$ cat src/rtl/cursor_grid_ctrl.sv
// Grid cursor: button-driven position with frame-synchronous moves and auto-repeat,
// bracket outline on a 1-cycle pixel pipeline, and selection valid/ack. Optional blink: CURSOR_BLINK_EN.
module cursor_grid_ctrl #(
    parameter int          SIZE          = 32,
    parameter int          SIZE_LOG2     = 5,
    parameter int          H_MAX         = 640,
    parameter int          V_MAX         = 480,
    parameter int          HOME_X        = 0,
    parameter int          HOME_Y        = 0,
    parameter int          REPEAT_FRAMES = 15,
    parameter int          BLINK_FRAMES  = 30,
    parameter logic [11:0] COLOR         = 12'h000
) (
    input  logic        i_clk,
    input  logic        i_reset_n,
    input  logic [9:0]  i_pixel_x,
    input  logic [9:0]  i_pixel_y,
    input  logic        i_frame_tick,
    input  logic        i_btn_up,
    input  logic        i_btn_down,
    input  logic        i_btn_left,
    input  logic        i_btn_right,
    input  logic        i_sel,
    input  logic        i_sel_ack,
    output logic        o_on,
    output logic [11:0] o_color,
    output logic [9:0]  o_cur_x,
    output logic [9:0]  o_cur_y,
    output logic        o_sel_valid,
    output logic [9:0]  o_sel_cell_x,
    output logic [9:0]  o_sel_cell_y
);

    // state      | meaning
    // DIR_NONE   | no direction seen at the last frame_tick
    // DIR_UP     | up was the decoded direction at the last frame_tick
    // DIR_DOWN   | down was the decoded direction at the last frame_tick
    // DIR_LEFT   | left was the decoded direction at the last frame_tick
    // DIR_RIGHT  | right was the decoded direction at the last frame_tick
    typedef enum logic [2:0] {DIR_NONE, DIR_UP, DIR_DOWN, DIR_LEFT, DIR_RIGHT} dir_t;

    localparam int RPT_W = (REPEAT_FRAMES > 2) ? $clog2(REPEAT_FRAMES) : 1;
    localparam logic [RPT_W-1:0]     RPT_TC = RPT_W'(REPEAT_FRAMES - 1);
    localparam logic [9:0]           STEP   = 10'(SIZE);
    localparam logic [9:0]           X_LIM  = 10'(H_MAX - SIZE);
    localparam logic [9:0]           Y_LIM  = 10'(V_MAX - SIZE);
    localparam logic [SIZE_LOG2-1:0] EDGE   = SIZE_LOG2'(SIZE - 1);
    localparam logic [SIZE_LOG2-1:0] CB_LO  = SIZE_LOG2'(SIZE / 8);
    localparam logic [SIZE_LOG2-1:0] CB_HI  = SIZE_LOG2'(SIZE - SIZE / 8);

    dir_t              r_prev_dir, w_prev_dir_next, w_dir;
    logic [RPT_W-1:0]  r_rpt_cnt, w_rpt_next;
    logic              w_move;
    logic [9:0]        r_cur_x, r_cur_y, w_x_next, w_y_next;
    logic              w_pos_change;
    logic              r_on;
    logic [11:0]       r_color;
    logic              r_sel_valid;
    logic [9:0]        r_cell_x, r_cell_y;
    logic [9:0]        w_dx, w_dy;
    logic [SIZE_LOG2-1:0] w_c, w_r;
    logic              w_in_fp, w_lit, w_visible;

    always_ff @(posedge i_clk or negedge i_reset_n) begin
        if (!i_reset_n) begin
            r_prev_dir <= DIR_NONE;
            r_rpt_cnt  <= '0;
            r_cur_x    <= 10'(HOME_X);
            r_cur_y    <= 10'(HOME_Y);
        end else begin
            r_prev_dir <= w_prev_dir_next;
            r_rpt_cnt  <= w_rpt_next;
            r_cur_x    <= w_x_next;
            r_cur_y    <= w_y_next;
        end
    end

    always_comb begin
        w_dir           = DIR_NONE;
        w_prev_dir_next = r_prev_dir;
        w_rpt_next      = r_rpt_cnt;
        w_move          = 1'b0;
        w_x_next        = r_cur_x;
        w_y_next        = r_cur_y;
        if (i_btn_up)         w_dir = DIR_UP;
        else if (i_btn_down)  w_dir = DIR_DOWN;
        else if (i_btn_left)  w_dir = DIR_LEFT;
        else if (i_btn_right) w_dir = DIR_RIGHT;
        if (i_frame_tick) begin
            w_prev_dir_next = w_dir;
            if (w_dir == DIR_NONE) begin
                w_rpt_next = '0;
            end else if (w_dir != r_prev_dir || r_rpt_cnt == RPT_TC) begin
                w_move     = 1'b1;
                w_rpt_next = '0;
            end else begin
                w_rpt_next = r_rpt_cnt + 1'b1;
            end
        end
        // Blocked moves still consume the repeat slot; only the position saturates.
        if (w_move) begin
            case (w_dir)
                DIR_UP:    if (r_cur_y >= STEP)  w_y_next = r_cur_y - STEP;
                DIR_DOWN:  if (r_cur_y <  Y_LIM) w_y_next = r_cur_y + STEP;
                DIR_LEFT:  if (r_cur_x >= STEP)  w_x_next = r_cur_x - STEP;
                DIR_RIGHT: if (r_cur_x <  X_LIM) w_x_next = r_cur_x + STEP;
                default:   ;
            endcase
        end
    end

    assign w_pos_change = (w_x_next != r_cur_x) || (w_y_next != r_cur_y);

`ifdef CURSOR_BLINK_EN
    localparam int BLK_W = (BLINK_FRAMES > 2) ? $clog2(BLINK_FRAMES) : 1;
    localparam logic [BLK_W-1:0] BLK_TC = BLK_W'(BLINK_FRAMES - 1);

    logic [BLK_W-1:0] r_blink_cnt;
    logic             r_visible;

    always_ff @(posedge i_clk or negedge i_reset_n) begin
        if (!i_reset_n) begin
            r_blink_cnt <= '0;
            r_visible   <= 1'b1;
        end else if (i_frame_tick) begin
            if (w_pos_change) begin
                r_blink_cnt <= '0;
                r_visible   <= 1'b1;
            end else if (r_blink_cnt == BLK_TC) begin
                r_blink_cnt <= '0;
                r_visible   <= ~r_visible;
            end else begin
                r_blink_cnt <= r_blink_cnt + 1'b1;
            end
        end
    end

    assign w_visible = r_visible;
`else
    logic w_unused_blink;
    assign w_unused_blink = (BLINK_FRAMES > 0) & w_pos_change;
    assign w_visible      = 1'b1;
`endif

    assign w_dx    = i_pixel_x - r_cur_x;
    assign w_dy    = i_pixel_y - r_cur_y;
    assign w_c     = w_dx[SIZE_LOG2-1:0];
    assign w_r     = w_dy[SIZE_LOG2-1:0];
    assign w_in_fp = (i_pixel_x >= r_cur_x) && (w_dx < STEP) &&
                     (i_pixel_y >= r_cur_y) && (w_dy < STEP);
    assign w_lit   = (w_r == '0) || (w_r == EDGE) || (w_c == '0) || (w_c == EDGE) ||
                     (((w_r < CB_LO) || (w_r >= CB_HI)) && ((w_c < CB_LO) || (w_c >= CB_HI)));

    always_ff @(posedge i_clk or negedge i_reset_n) begin
        if (!i_reset_n) begin
            r_on    <= 1'b0;
            r_color <= 12'h000;
        end else begin
            r_on    <= w_in_fp & w_lit & w_visible;
            r_color <= (w_in_fp & w_lit & w_visible) ? COLOR : 12'h000;
        end
    end

    // Capture uses the registered position, so a same-cycle move is not seen.
    always_ff @(posedge i_clk or negedge i_reset_n) begin
        if (!i_reset_n) begin
            r_sel_valid <= 1'b0;
            r_cell_x    <= '0;
            r_cell_y    <= '0;
        end else if (r_sel_valid) begin
            if (i_sel_ack) begin
                r_sel_valid <= i_sel;
                if (i_sel) begin
                    r_cell_x <= r_cur_x >> SIZE_LOG2;
                    r_cell_y <= r_cur_y >> SIZE_LOG2;
                end
            end
        end else if (i_sel) begin
            r_sel_valid <= 1'b1;
            r_cell_x    <= r_cur_x >> SIZE_LOG2;
            r_cell_y    <= r_cur_y >> SIZE_LOG2;
        end
    end

    assign o_on         = r_on;
    assign o_color      = r_color;
    assign o_cur_x      = r_cur_x;
    assign o_cur_y      = r_cur_y;
    assign o_sel_valid  = r_sel_valid;
    assign o_sel_cell_x = r_cell_x;
    assign o_sel_cell_y = r_cell_y;

endmodule

$ cat config.mk
export PLATFORM = sky130hd
export DESIGN_NAME = cursor_grid_ctrl
export DESIGN_NICKNAME = d
export VERILOG_FILES = /design/src/rtl/cursor_grid_ctrl.sv
export SDC_FILE = /design/constraint.sdc
export NUM_CORES = 1
export LEC_CHECK = 0
export ABC_AREA = 1
export CAP_MARGIN = 20
export CORE_AREA = 2 2 81 83
export DETAILED_ROUTE_END_ITERATION = 8
export DIE_AREA = 0 0 83 85
export PLACE_DENSITY = 0.76
export SYNTH_ARGS = -nofsm -noshare
export SYNTH_HDL_FRONTEND = slang
export SYNTH_SLANG_ARGS = --single-unit
$ cat constraint.sdc
create_clock -name i_clk -period 1.7 [get_ports i_clk]
set_input_delay 0.34 -clock i_clk [delete_from_list [all_inputs] [get_ports i_clk]]
set_output_delay 0.34 -clock i_clk [all_outputs]
set_load 0.01 [all_outputs]
==> results_dict.tcl, run 1 <==
set metrics [dict create \
    hold_slack_ns 0.448 \
    synthCells 346 \
    crit_fanout 2 \
    yosysSeqAreaShare_pct 28.6 \
    n_antenna_cell 0 \
    multiInputGateArea_um2 1580 \
    cts_buffer_depth 2 \
    cts-root-buf "clkbuf_8" \
    violations "setup timing" \
    post-route-drc-count 0 \
    drt_pass1_iterations 4 \
    nets 486 \
    synthFlopType "dfrtp_1" \
    r2r-start "o_cur_y[5]" \
    hpwl_um 4910 \
    num_vias 2468 \
    slew_viol_final 0 \
    grt_max_degree 30 \
    clock-sinks 29 \
    yosysWarnings 0 \
    reg2reg_slack_ns -0.12 \
    clkSlewWorstSetupHoldPaths_ns 0.07 \
    r2r.worst_path.cells 10 \
    drive_above_1_share_pct 18.3 \
    max-cap-violations 0 \
    leakage_nw 1.81 \
    power.share.sequential_pct 24.0 \
    register_area_um2 728 \
    initial_core_util_pct 40.9 \
    grt_pass1_wl_um 10500 \
    core_um2 6200 \
    cts-buffers-inserted 5 \
    routed_wl_um 6300 \
    grt_pass1_vias 2302 \
    setup_violations 1 \
    drt_iter0_drc 146 \
    die_h_um 85 \
    crit_required_ns 1.90 \
    switchingPower_mw 1.92 \
    final_common_cell "nand2_1" \
    dieArea_um2 7060 \
    synth-seq-cells 29 \
    vdd_drop_max_uv 751 \
    ys_async_sr_fraction_pct 100 \
    die_x_um 83 \
    worstHoldPathType "in -> async" \
    area_growth_pct 36.2 \
    fin_ws_ns -0.117 \
    run_status "complete, but fails checks" \
    io_buffers 50 \
    switching_share_pct 42.7 \
    cts_tree "done" \
    cp-start-kind "register" \
    post_drt_wl_per_cell_um 12.2 \
    internal-power_mw 2.58 \
    p_clk_share_pct 14.4 \
    num_rows 29 \
    finClkSkew_ns 0.00710 \
    cp-startpoint "o_cur_y[5]" \
    combPwrFrac_pct 61.6 \
    post-route-period-util_pct 107 \
    ant_nets 0 \
    post_cts_buffers 0 \
    crit_type "reg -> reg" \
    place_ws_ns -0.565 \
    ios 83 \
    avgSynthCellArea_um2 7.33 \
    fillerInstances 582 \
    critPathCaptureType "register" \
    max_freq_mhz 550 \
    synth-edff-count 0 \
    synth_cell_type_count 32 \
    regToRegEndpoint "o_on" \
    hold_viol 0 \
    cp.arrival_ns 2.02 \
    cellPowerDensity_nw_per_um2 1300 \
    h-tree-depth 2 \
    netlist_area_um2 2540 \
    gr-usage-all-layers_pct 17.9 \
    rsz0062_at_grt "yes" \
    overflow 0 \
    avgViaCountPerCell 4.79 \
    crit_end "o_on" \
    final_cell_mix "nand2_1, clkdlybuf4s50_1, buf_4, inv_1, conb_1" \
    fin_crit_ns 1.82 \
    antenna_found_initial 0 \
    gp_congestion 0.917 \
    clock_latency_ns 0.28 \
]
## power by group through the flow
stage	combinational (mW)	sequential, mW	clock (mW)
finish	2.77	1.08	0.647
global route	3.06	1.11	0.691
CTS	2.76	1.08	0.664
detailed placement	2.76	1.09	0
global placement	2.69	1.08	0
floorplan	1.46	1.24	0
## worst min-delay path by stage
stage	cells after the start	end	startpoint
after global routing	2	r_rpt_cnt[0]	i_reset_n
final	2	r_prev_dir[1]	i_reset_n
after global placement	2	o_sel_cell_y[2]	o_sel_cell_y[2]
after detailed placement	2	o_sel_cell_y[3]	o_sel_cell_y[3]
after floorplan	0	o_cur_x[5]	i_reset_n
after CTS	2	o_sel_cell_y[0]	i_reset_n
## layer usage
| layer | track usage [%] | vias to the layer above | routed length [um] |
|---|---|---|---|
| met5 | 0 | - | 0 |
| met4 | 6.26 | 0 | 120 |
| met3 | 2.72 | 13 | 339 |
| met2 | 30.9 | 93 | 3130 |
| met1 | 22.8 | 1123 | 2710 |
| li1 | - | 1239 | - |
## cells in the mapped netlist, types with 6 or more instances
cell type,number,area share [%]
buf_4,32,9.5
ha_1,18,8.9
nor2_1,23,3.4
inv_1,36,5.3
nor3_1,6,1.2
nand2_2,6,1.5
nand4_1,17,4.2
nand3_1,19,3.7
dfrtp_1,29,29
nand2_1,87,13
o21ai_0,18,3.6
xor2_1,10,3.5
## area by class of cell
type / instances / share of cell area (%)
Clock inverter: 1 / 0.145
Inverter: 40 / 4.35
Sequential cell: 29 / 21.1
Timing Repair Buffer: 87 / 23.2
Clock buffer: 7 / 2.79
Multi-Input combinational cell: 274 / 45.7
Tap cell: 77 / 2.79
## state kept, by name (all words and copies together) (netlist names)
name / count
r_rpt_cnt: 4
o_sel_cell_y: 5
o_sel_cell_x: 5
o_sel_valid: 1
o_cur_x: 5
o_cur_y: 5
r_prev_dir: 3
o_on: 1
## through the flow
step                      std cells  util (%)  TNS, ns  cell area, um^2  total power, mW
after CTS                       514      55.0   -0.270             3410             4.50
after floorplan                 377         -  -0.0455             2680             2.70
after global placement          506      53.4    -3.44             3310             3.77
final                           515      55.7   -0.117             3450             4.49
after global routing            515      55.7   -0.313             3450             4.86
after detailed placement        506      53.4    -3.54             3310             3.85
## kinds of logic (layout without fill, tap and decap cells)
kind of cell	after synthesis	after routing	share of synthesized area [%]
xor+xnor	13	13	4.49
fa+ha+maj	20	20	10.5
compound gates	31	32	6.76
simple gates	177	177	33.6
other cells	1	32	0.148
buf+inv	75	135	15.9
flops	29	29	28.6
## worst max-delay path: stages (launching register included)
cell and delay, ns:
dfrtp_2 0.43, ha_4 0.17, fa_1 0.51, nand2_1 0.06, nor2_1 0.08, nand3_1 0.08
nor2_1 0.09, nand2_1 0.05, nor2_1 0.08, nand3_1 0.09, nor3_2 0.11
## repair_timing
item / 4_1_cts / 5_1_grt
hold buffers: 0 / 0
endpoints found under the setup margin: 4 / 16
pin swaps: 7 / 8
cloned: 0 / 1
resized for setup: 7 / 11
No activity file was read; power rests on OpenSTA's default activity.
==> inputs of run 2 (changes only) <==
--- a/config.mk
+++ b/config.mk
@@ -7,10 +7,10 @@
 export LEC_CHECK = 0
 export ABC_AREA = 1
 export CAP_MARGIN = 20
-export CORE_AREA = 2 2 81 83
+export CORE_AREA = 2 2 78 87
 export DETAILED_ROUTE_END_ITERATION = 8
-export DIE_AREA = 0 0 83 85
-export PLACE_DENSITY = 0.76
+export DIE_AREA = 0 0 80 89
+export PLACE_DENSITY = 0.75
 export SYNTH_ARGS = -nofsm -noshare
 export SYNTH_HDL_FRONTEND = slang
 export SYNTH_SLANG_ARGS = --single-unit
==> results_dict.tcl, run 2 (synthesis gave the netlist of run 1 again) <==
set metrics [dict create \
    vdd_drop_max_uv 609 \
    post_drt_wl_per_cell_um 12.3 \
    dp.cells 505 \
    die_h_um 89 \
    cts-root-buf "clkbuf_8" \
    rsz0062_at_grt "yes" \
    slew_viol_final 0 \
    crit_family "adder cells" \
    cts_buffer_depth 2 \
    worstHoldPathType "in -> async" \
    leakage_nw 1.84 \
    max-cap-violations 0 \
    area_growth_pct 35.8 \
    num_vias 2464 \
    critPathCaptureType "register" \
    clock_latency_ns 0.28 \
    grt_max_degree 30 \
    drt_iter0_drc 156 \
    cp-startpoint "o_cur_y[5]" \
    clock-sinks 29 \
    cts_tree "done" \
    run_status "complete, but fails checks" \
    crit_fanout 2 \
    r2r.worst_path.cells 10 \
    crit_buf_inv 0 \
    crit_chain "ha_4 > fa_1 > nand2_1 > nor2_1 > nand3_1 > nor2_1 > nand2_1 > nor2_1 > nand3_1 > nor3_2" \
    cp.arrival_ns 1.99 \
    hold_viol 0 \
    final_common_cell "nand2_1" \
    crit_type "reg -> reg" \
    drive_above_1_share_pct 18.3 \
    nets 484 \
    num_rows 30 \
    avgViaCountPerCell 4.78 \
    initial_core_util_pct 41.2 \
    ios 83 \
    r2r-start "o_cur_y[5]" \
    cts-buffers-inserted 5 \
    hpwl_um 4970 \
    max_freq_mhz 560 \
    ant_nets 0 \
    fin_tns_setup_ns -0.0855 \
    reg2reg_slack_ns -0.09 \
    dieArea_um2 7120 \
    crit_slowest_cell "fa_1" \
    finClkSkew_ns 0.00682 \
    gr-usage-all-layers_pct 17.8 \
    critPathMostFrequentCell "nor2_1" \
    routed_wl_um 6330 \
    h-tree-depth 2 \
    gp_congestion 0.874 \
    post-route-drc-count 0 \
    cp-start-kind "register" \
    overflow 0 \
    n_antenna_cell 0 \
    setup_violations 1 \
    violations "setup timing" \
    slowest_delay_ns 0.49 \
    io_buffers 50 \
    grt_pass1_wl_um 10100 \
    drt_pass1_iterations 4 \
    layout.cells.non_filler 516 \
    crit_required_ns 1.91 \
    regToRegEndpoint "o_on" \
    final_cell_mix "nand2_1, clkdlybuf4s50_1, buf_4, conb_1, inv_1" \
    fin_ws_ns -0.0855 \
    fin_crit_ns 1.79 \
    core_um2 6160 \
    antenna_found_initial 0 \
    grt_pass1_vias 2308 \
    post-route-period-util_pct 105 \
    fin_util_pct 56.0 \
    clkSlewWorstSetupHoldPaths_ns 0.07 \
    cellPowerDensity_nw_per_um2 1280 \
    die_x_um 80 \
]
[run 2: metal layers]
layer	global-route usage [%]	vias up	share of wire (%)
li1	-	1232	-
met1	20.9	1143	42
met2	32.8	76	52
met3	2.83	13	4.7
met4	6.47	0	1.6
met5	0	-	0
[run 2: worst reg2reg max path: cells and delay by family, from the launching register on]
kind	cells	cell delay, ns
simple gates	8	0.63
fa+ha+maj	2	0.66
flops	1	0.43
[run 2: final cells by class]
class | count | area [um^2]
well taps | 80 | 100
clock inverters | 2 | 10.0
flip-flops and latches | 29 | 728
repair buffers | 85 | 792
inverters | 40 | 150
multi-input cells | 274 | 1590
fillers | 600 | 2710
clock buffers | 6 | 72.6
[run 2: repair_timing]
action | 4_1_cts | 5_1_grt
setup buffers | 0 | 2
cloned | 0 | 1
setup endpoints to repair | 4 | 14
pin swaps | 6 | 12
hold buffers | 0 | 0
resized for setup | 7 | 18
[run 2: through the flow]
stage	setup WS, ns	hold WS (ns)	total power [mW]	instance area [um^2]
after global routing	-0.182	0.482	4.82	3440
final	-0.0855	0.454	4.42	3440
after floorplan	-0.0455	0.0444	2.70	2680
after CTS	-0.250	0.463	4.37	3360
after global placement	-0.516	0.467	3.74	3290
after detailed placement	-0.544	0.475	3.83	3290
[run 2: how the worst max path moves through the flow]
stage | to | slack [ns] | cells past startpoint
after floorplan | o_on | -0.05 | 10
after global placement | o_on | -0.52 | 12
after detailed placement | o_on | -0.54 | 12
after CTS | o_on | -0.25 | 10
after global routing | o_on | -0.18 | 10
final | o_on | -0.09 | 10
[run 2: power breakdown]
| part | total, mW | internal, mW | switching (mW) |
|---|---|---|---|
| Clock | 0.547 | 0.283 | 0.264 |
| Combinational | 2.81 | 1.30 | 1.51 |
| Sequential | 1.06 | 0.915 | 0.149 |
| Total | 4.42 | 2.50 | 1.92 |
